## config.mk

```make
export PLATFORM = sky130hd
export DESIGN_NAME = bsg_link_sdr_reset_sequencer
export DESIGN_NICKNAME = d
export VERILOG_FILES = /design/src/rtl/bsg_chip_pkg.sv /design/src/rtl/bsg_link_sdr_reset_dwell_timer.sv /design/src/rtl/bsg_link_sdr_reset_sequencer.sv
export SDC_FILE = /design/constraint.sdc
export NUM_CORES = 1
export LEC_CHECK = 0
export ABC_CLOCK_PERIOD_IN_PS = 2200
export BUFFER_PORTS_ARGS = -buffer_cell sky130_fd_sc_hd__buf_4
export CAP_MARGIN = 25
export CORE_AREA = 5 5 42 44
export CTS_BUF_LIST = sky130_fd_sc_hd__clkbuf_8 sky130_fd_sc_hd__clkbuf_16
export DETAILED_ROUTE_END_ITERATION = 16
export DIE_AREA = 0 0 47 49
export HOLD_SLACK_MARGIN = 0.03
export PLACE_DENSITY = 0.74
export SLEW_MARGIN = 25
export SYNTH_ARGS = -nofsm -noshare
export SYNTH_HDL_FRONTEND = slang
export SYNTH_HIERARCHICAL = 1
export SYNTH_SLANG_ARGS = --single-unit
```

## constraint.sdc

```tcl
create_clock -name clk_i -period 2.2 [get_ports clk_i]
set_input_delay 0.66 -clock clk_i [delete_from_list [all_inputs] [get_ports clk_i]]
set_output_delay 0.66 -clock clk_i [all_outputs]
set_load 0.05 [all_outputs]
```

## src/rtl/bsg_chip_pkg.sv

```systemverilog
// Shared chip-level types and constants for the SDR link reset sequencer.
package bsg_chip_pkg;

  typedef enum logic [2:0] {
    HOLD,
    TOK_ON,
    TOK_OFF,
    UP_REL,
    DN_REL,
    CORE_REL,
    DONE
  } bsg_link_sdr_reset_state_e;

  localparam int link_reset_step_cycles_gp  = 4;
  localparam int link_reset_token_cycles_gp = 4;

  // The dwell counter must hold the largest terminal count (dwell-1), at least one bit.
  function automatic int dwell_count_width(input int step_cycles, input int token_cycles);
    int longest;
    longest = (step_cycles > token_cycles) ? step_cycles : token_cycles;
    return (longest <= 1) ? 1 : $clog2(longest);
  endfunction

endpackage

```

## src/rtl/bsg_link_sdr_reset_dwell_timer.sv

```systemverilog
// Counts cycles since the last clear; expired_o is high while the count sits at the terminal value.
module bsg_link_sdr_reset_dwell_timer #(
  parameter int width_p = 2
) (
  input  logic               clk_i,
  input  logic               reset_i,
  input  logic               clear_i,
  input  logic [width_p-1:0] dwell_last_i,
  output logic               expired_o
);

  logic [width_p-1:0] count_r;

  // Holding at the terminal value keeps the count from wrapping inside a state.
  always_ff @(posedge clk_i) begin
    if (reset_i || clear_i) begin
      count_r <= '0;
    end else if (!expired_o) begin
      count_r <= count_r + 1'b1;
    end
  end

  assign expired_o = (count_r == dwell_last_i);

endmodule

```

## src/rtl/bsg_link_sdr_reset_sequencer.sv

```systemverilog
// Orders the resets of one bidirectional SDR link with fixed dwell times; reruns on start_i in DONE.
// Optional completed-sequence counter: define BSG_LINK_SDR_RESET_SEQ_COUNT_EN.
module bsg_link_sdr_reset_sequencer
  import bsg_chip_pkg::*;
#(
  parameter int step_cycles_p  = link_reset_step_cycles_gp,
  parameter int token_cycles_p = link_reset_token_cycles_gp
`ifdef BSG_LINK_SDR_RESET_SEQ_COUNT_EN
  , parameter int count_width_p = 8
`endif
) (
  input  logic clk_i,
  input  logic reset_i,
  input  logic start_i,
  output logic uplink_reset_o,
  output logic async_token_reset_o,
  output logic downlink_reset_o,
  output logic downstream_reset_o,
  output logic busy_o,
  output logic done_o
`ifdef BSG_LINK_SDR_RESET_SEQ_COUNT_EN
  , output logic [count_width_p-1:0] seq_count_o
`endif
);

  localparam int cnt_w = dwell_count_width(step_cycles_p, token_cycles_p);
  localparam logic [cnt_w-1:0] step_last  = cnt_w'(step_cycles_p - 1);
  localparam logic [cnt_w-1:0] token_last = cnt_w'(token_cycles_p - 1);

  bsg_link_sdr_reset_state_e state_r;
  logic [cnt_w-1:0] dwell_last;
  logic             expired;
  logic             advance;

  assign dwell_last = (state_r == TOK_ON) ? token_last : step_last;
  // DONE has no dwell; it leaves only on a start request.
  assign advance    = (state_r == DONE) ? start_i : expired;

  bsg_link_sdr_reset_dwell_timer #(
    .width_p(cnt_w)
  ) dwell_timer (
    .clk_i       (clk_i),
    .reset_i     (reset_i),
    .clear_i     (advance),
    .dwell_last_i(dwell_last),
    .expired_o   (expired)
  );

  always_ff @(posedge clk_i) begin
    if (reset_i) begin
      state_r             <= HOLD;
      uplink_reset_o      <= 1'b1;
      async_token_reset_o <= 1'b0;
      downlink_reset_o    <= 1'b1;
      downstream_reset_o  <= 1'b1;
      busy_o              <= 1'b1;
      done_o              <= 1'b0;
    end else if (advance) begin
      case (state_r)
        HOLD: begin
          state_r             <= TOK_ON;
          async_token_reset_o <= 1'b1;
        end
        TOK_ON: begin
          state_r             <= TOK_OFF;
          async_token_reset_o <= 1'b0;
        end
        TOK_OFF: begin
          state_r        <= UP_REL;
          uplink_reset_o <= 1'b0;
        end
        UP_REL: begin
          state_r          <= DN_REL;
          downlink_reset_o <= 1'b0;
        end
        DN_REL: begin
          state_r            <= CORE_REL;
          downstream_reset_o <= 1'b0;
        end
        CORE_REL: begin
          state_r <= DONE;
          done_o  <= 1'b1;
          busy_o  <= 1'b0;
        end
        default: begin
          state_r             <= HOLD;
          uplink_reset_o      <= 1'b1;
          async_token_reset_o <= 1'b0;
          downlink_reset_o    <= 1'b1;
          downstream_reset_o  <= 1'b1;
          busy_o              <= 1'b1;
          done_o              <= 1'b0;
        end
      endcase
    end
  end

`ifdef BSG_LINK_SDR_RESET_SEQ_COUNT_EN
  always_ff @(posedge clk_i) begin
    if (reset_i) begin
      seq_count_o <= '0;
    end else if (state_r == CORE_REL && expired && seq_count_o != '1) begin
      seq_count_o <= seq_count_o + 1'b1;
    end
  end
`endif

  // The token pulse lives entirely inside the upstream io reset, and releases stay ordered.
  tok_inside_uplink_reset: assert property (@(posedge clk_i) async_token_reset_o |-> uplink_reset_o);
  downlink_after_uplink:   assert property (@(posedge clk_i) !downlink_reset_o |-> !uplink_reset_o);
  core_after_downlink:     assert property (@(posedge clk_i) !downstream_reset_o |-> !downlink_reset_o);
  done_after_core:         assert property (@(posedge clk_i) done_o |-> !downstream_reset_o);

endmodule

```

==> flow_summary.json <==
{
  "die_x_um": 47,
  "power_density_nw_per_um2": 739,
  "die_area_um2": 2300,
  "post-place-ws_ps": 449,
  "synth_mux_area_share_pct": 6.85,
  "setup_viol": 0,
  "die_y_um": 49,
  "cp.arrival_ps": 1920,
  "portBuffers": 8,
  "wire_per_inst_um": 12.2,
  "vias_per_cell": 5.40,
  "worst_setup_path_start_kind": "register",
  "drive_above_1_share_pct": 20.2,
  "crit_buf_inv": 1,
  "fin_ws_ps": 451,
  "min_from": "downlink_reset_o$_SDFFE_PP1P_",
  "synthTopCellsByArea": "dfxtp_1 33%, ha_1 5.6%, nand2_1 5.0%",
  "grt_util_all_layers_pct": 12.8,
  "h-tree-depth": 1,
  "grt_pass1_wl_um": 2120,
  "synth_top_family_by_area": "simple AND/OR/NAND/NOR gates",
  "synth_seq_cells": 11,
  "cts_buffers": 3,
  "cp.required_ps": 2370,
  "grt_start_max_net_pins": 16,
  "synth_xor_area_share_pct": 2.59,
  "cts_tree": "done",
  "cts_root_buf": "clkbuf_8",
  "final_antenna_net_count": 0,
  "num_rows": 14,
  "cellLeakagePower_nw": 0.347,
  "finalClockSkew_ps": 0.591,
  "cts_hold_buffers": 0,
  "clockBufferDepth": 2,
  "crit_path_end_kind": "register",
  "cp_max_fo": 7,
  "num_antenna_cells": 0,
  "area_delta_synth_final_pct": 17.2,
  "io_pins": 9,
  "initial_core_util_pct": 48.2,
  "crit_path_cell_trace": "xor2_1 -> nor2_1 -> buf_4 -> mux2_1 -> a31oi_2 -> a21boi_1",
  "r2r_slack_ps": 450,
  "path_class": "register to register",
  "synth_edf_count": 0,
  "wirelength_um": 1280,
  "synthesis.instances": 75,
  "slowest_stage": "dfxtp_1",
  "fillers": 147,
  "r2r-start": "dwell_timer/count_r[1]$_SDFFE_PP0P_",
  "antenna_found_initial": 0,
  "hp-class": "register to register",
  "report.final.hold_viol_count": 0,
  "min_period_over_period_pct": 79.5,
  "postSynthAreaPerCell_um2": 9.01,
  "yosys.area_share.simple_pct": 24.1,
  "routabilityCongestion": 0.722,
  "ctsResizeCount": 0,
  "post_cts_buffers": 0,
  "synth.most_common_cell": "dfxtp_1",
  "clock-sinks": 11,
  "rr_endpoint": "done_o$_SDFFE_PP0P_",
  "fin_nets": 96,
  "dp_hpwl_um": 905,
  "synth_fa_ha_area_share_pct": 5.56,
  "cp-startpoint": "dwell_timer/count_r[1]$_SDFFE_PP0P_",
  "fin_crit_ps": 1750,
  "critPathTopFamily": "compound AO/OA/AOI/OAI gates",
  "synth_cell_types": 38,
  "tns_ps": 0,
  "drt_iter0_drc": 12,
  "yosysTopAreaCell": "dfxtp_1",
  "dr.pass1.iters": 4,
  "final_max_slew_viol_count": 0,
  "grt.overflow.total": 0,
  "syn_area_um2": 676,
  "async_flop_share_pct": 0,
  "clk_latency_ps": 240,
  "synthFlopType": "dfxtp_1",
  "synth_compound_area_share_pct": 19.8,
  "yosysWarningCount": 6,
  "path_clk_slew_ps": 50,
  "multi_input_area_um2": 420,
  "synth_seq_area_share_pct": 32.6,
  "yosys-top-cells-count": "11 x dfxtp_1, 9 x nand2_1, 5 x inv_1",
  "fmax_mhz": 572,
  "cp_slowest_stage_delay_ps": 330,
  "grt_setup_unrepaired": "false",
  "cap_violations": 0,
  "r2r_cells": 6,
  "synth_top_area_share_pct": 32.6,
  "hold_end": "downlink_reset_o$_SDFFE_PP1P_",
  "core_area_um2": 1400,
  "via_count": 567,
  "irDropWorstVdd_uv": 457,
  "seq_area_um2": 220,
  "grt_pass1_vias": 478,
  "status": "finished clean",
  "hold_depth": 2,
  "drc": 0
}
metal layers:
| metal | vias up | share of wire [%] | GRT usage, % |
|---|---|---|---|
| met3 | 4 | 4.5 | 3.32 |
| met4 | 0 | 1.8 | 6.91 |
| met1 | 269 | 42 | 15.5 |
| met5 | - | 0 | 0 |
| li1 | 284 | - | - |
| met2 | 10 | 52 | 19.7 |
cell families (layout without fill, tap and decap cells):
kind of cell | count (synthesis) | after routing
DFF | 11 | 11
other | 1 | 6
muxes | 4 | 4
adders and majority gates | 3 | 3
AOI/OAI and AO/OA | 17 | 17
xor gates and xnor gates | 2 | 2
and+or+nand+nor | 28 | 28
buffers and inverters | 9 | 18
registers in the layout (all words and copies together) (netlist names):
register	count
async_token_reset_o	1
busy_o	1
done_o	1
downlink_reset_o	1
downstream_reset_o	1
dwell_timer/count_r	2
state_r	3
uplink_reset_o	1
worst max-delay path by stage:
stage / endpoint / depth (start not counted)
6_report: done_o$_SDFFE_PP0P_ / 6
5_1_grt: done_o$_SDFFE_PP0P_ / 6
4_1_cts: done_o$_SDFFE_PP0P_ / 6
3_5_place_dp: done_o$_SDFFE_PP0P_ / 6
3_3_place_gp: done_o$_SDFFE_PP0P_ / 6
2_1_floorplan: downstream_reset_o$_SDFFE_PP1P_ / 6
per-stage QoR:
stage | instances | util, % | area [um2] | power, mW | hold WS (ps)
2_1_floorplan | 80 | - | 694 | 0.361 | 467
3_3_place_gp | 101 | 53.3 | 747 | 0.388 | 433
3_5_place_dp | 101 | 53.3 | 747 | 0.390 | 437
4_1_cts | 105 | 56.5 | 792 | 0.596 | 447
5_1_grt | 105 | 56.5 | 792 | 0.628 | 468
6_report | 105 | 56.5 | 792 | 0.586 | 443
cells in the final DEF, fill, tap and decap left out:
| cell type | Yosys | routed |
|---|---|---|
| a2111oi_2 | 1 | 1 |
| a211oi_1 | 1 | 1 |
| a21boi_1 | 1 | 1 |
| a21oi_1 | 4 | 4 |
| a221oi_1 | 1 | 1 |
| a2bb2oi_1 | 1 | 1 |
| a311oi_2 | 1 | 1 |
| a31oi_2 | 1 | 1 |
| and2_1 | 1 | 1 |
| and2b_1 | 1 | 1 |
| and3b_1 | 1 | 1 |
| and3b_2 | 1 | 1 |
| buf_4 | 1 | 9 |
| clkbuf_8 | 0 | 3 |
| conb_1 | 1 | 6 |
| dfxtp_1 | 11 | 11 |
| ha_1 | 3 | 3 |
| inv_1 | 5 | 6 |
| mux2_1 | 1 | 1 |
| mux2_4 | 1 | 1 |
| mux2i_1 | 2 | 2 |
| nand2_1 | 9 | 9 |
| nand2b_1 | 2 | 2 |
| nand3_1 | 3 | 3 |
| nand3b_1 | 1 | 1 |
| nor2_1 | 4 | 4 |
| nor3_1 | 1 | 1 |
| nor3b_1 | 1 | 1 |
| nor4b_2 | 1 | 1 |
| o21ai_0 | 1 | 1 |
| o21ai_1 | 2 | 2 |
| o21bai_1 | 1 | 1 |
| o31ai_1 | 1 | 1 |
| o41ai_1 | 1 | 1 |
| or2b_1 | 1 | 1 |
| or4bb_1 | 1 | 1 |
| xor2_1 | 2 | 2 |
worst min-delay path: stages, from the launching register on:
cell and delay, ps:
dfxtp_1 300, nand2_1 50, nand2_1 40
cell type report:
cell class                      instances  share of cell area (%)
Timing Repair Buffer                    9                    8.53
Multi-Input combinational cell         60                    53.1
Sequential cell                        11                    27.8
Clock buffer                            3                    5.21
Tap cell                               16                    2.53
Clock inverter                          1                   0.474
Inverter                                5                    2.37
report_power, final:
part	total, mW	leakage [nW]	internal, mW	switching (mW)
sequential	0.243	0.0895	0.216	0.0265
clock	0.198	0.0269	0.122	0.0759
combinational	0.145	0.231	0.0659	0.0787
total	0.586	0.347	0.405	0.181
Note: power is estimated with default switching activity, not from simulation.
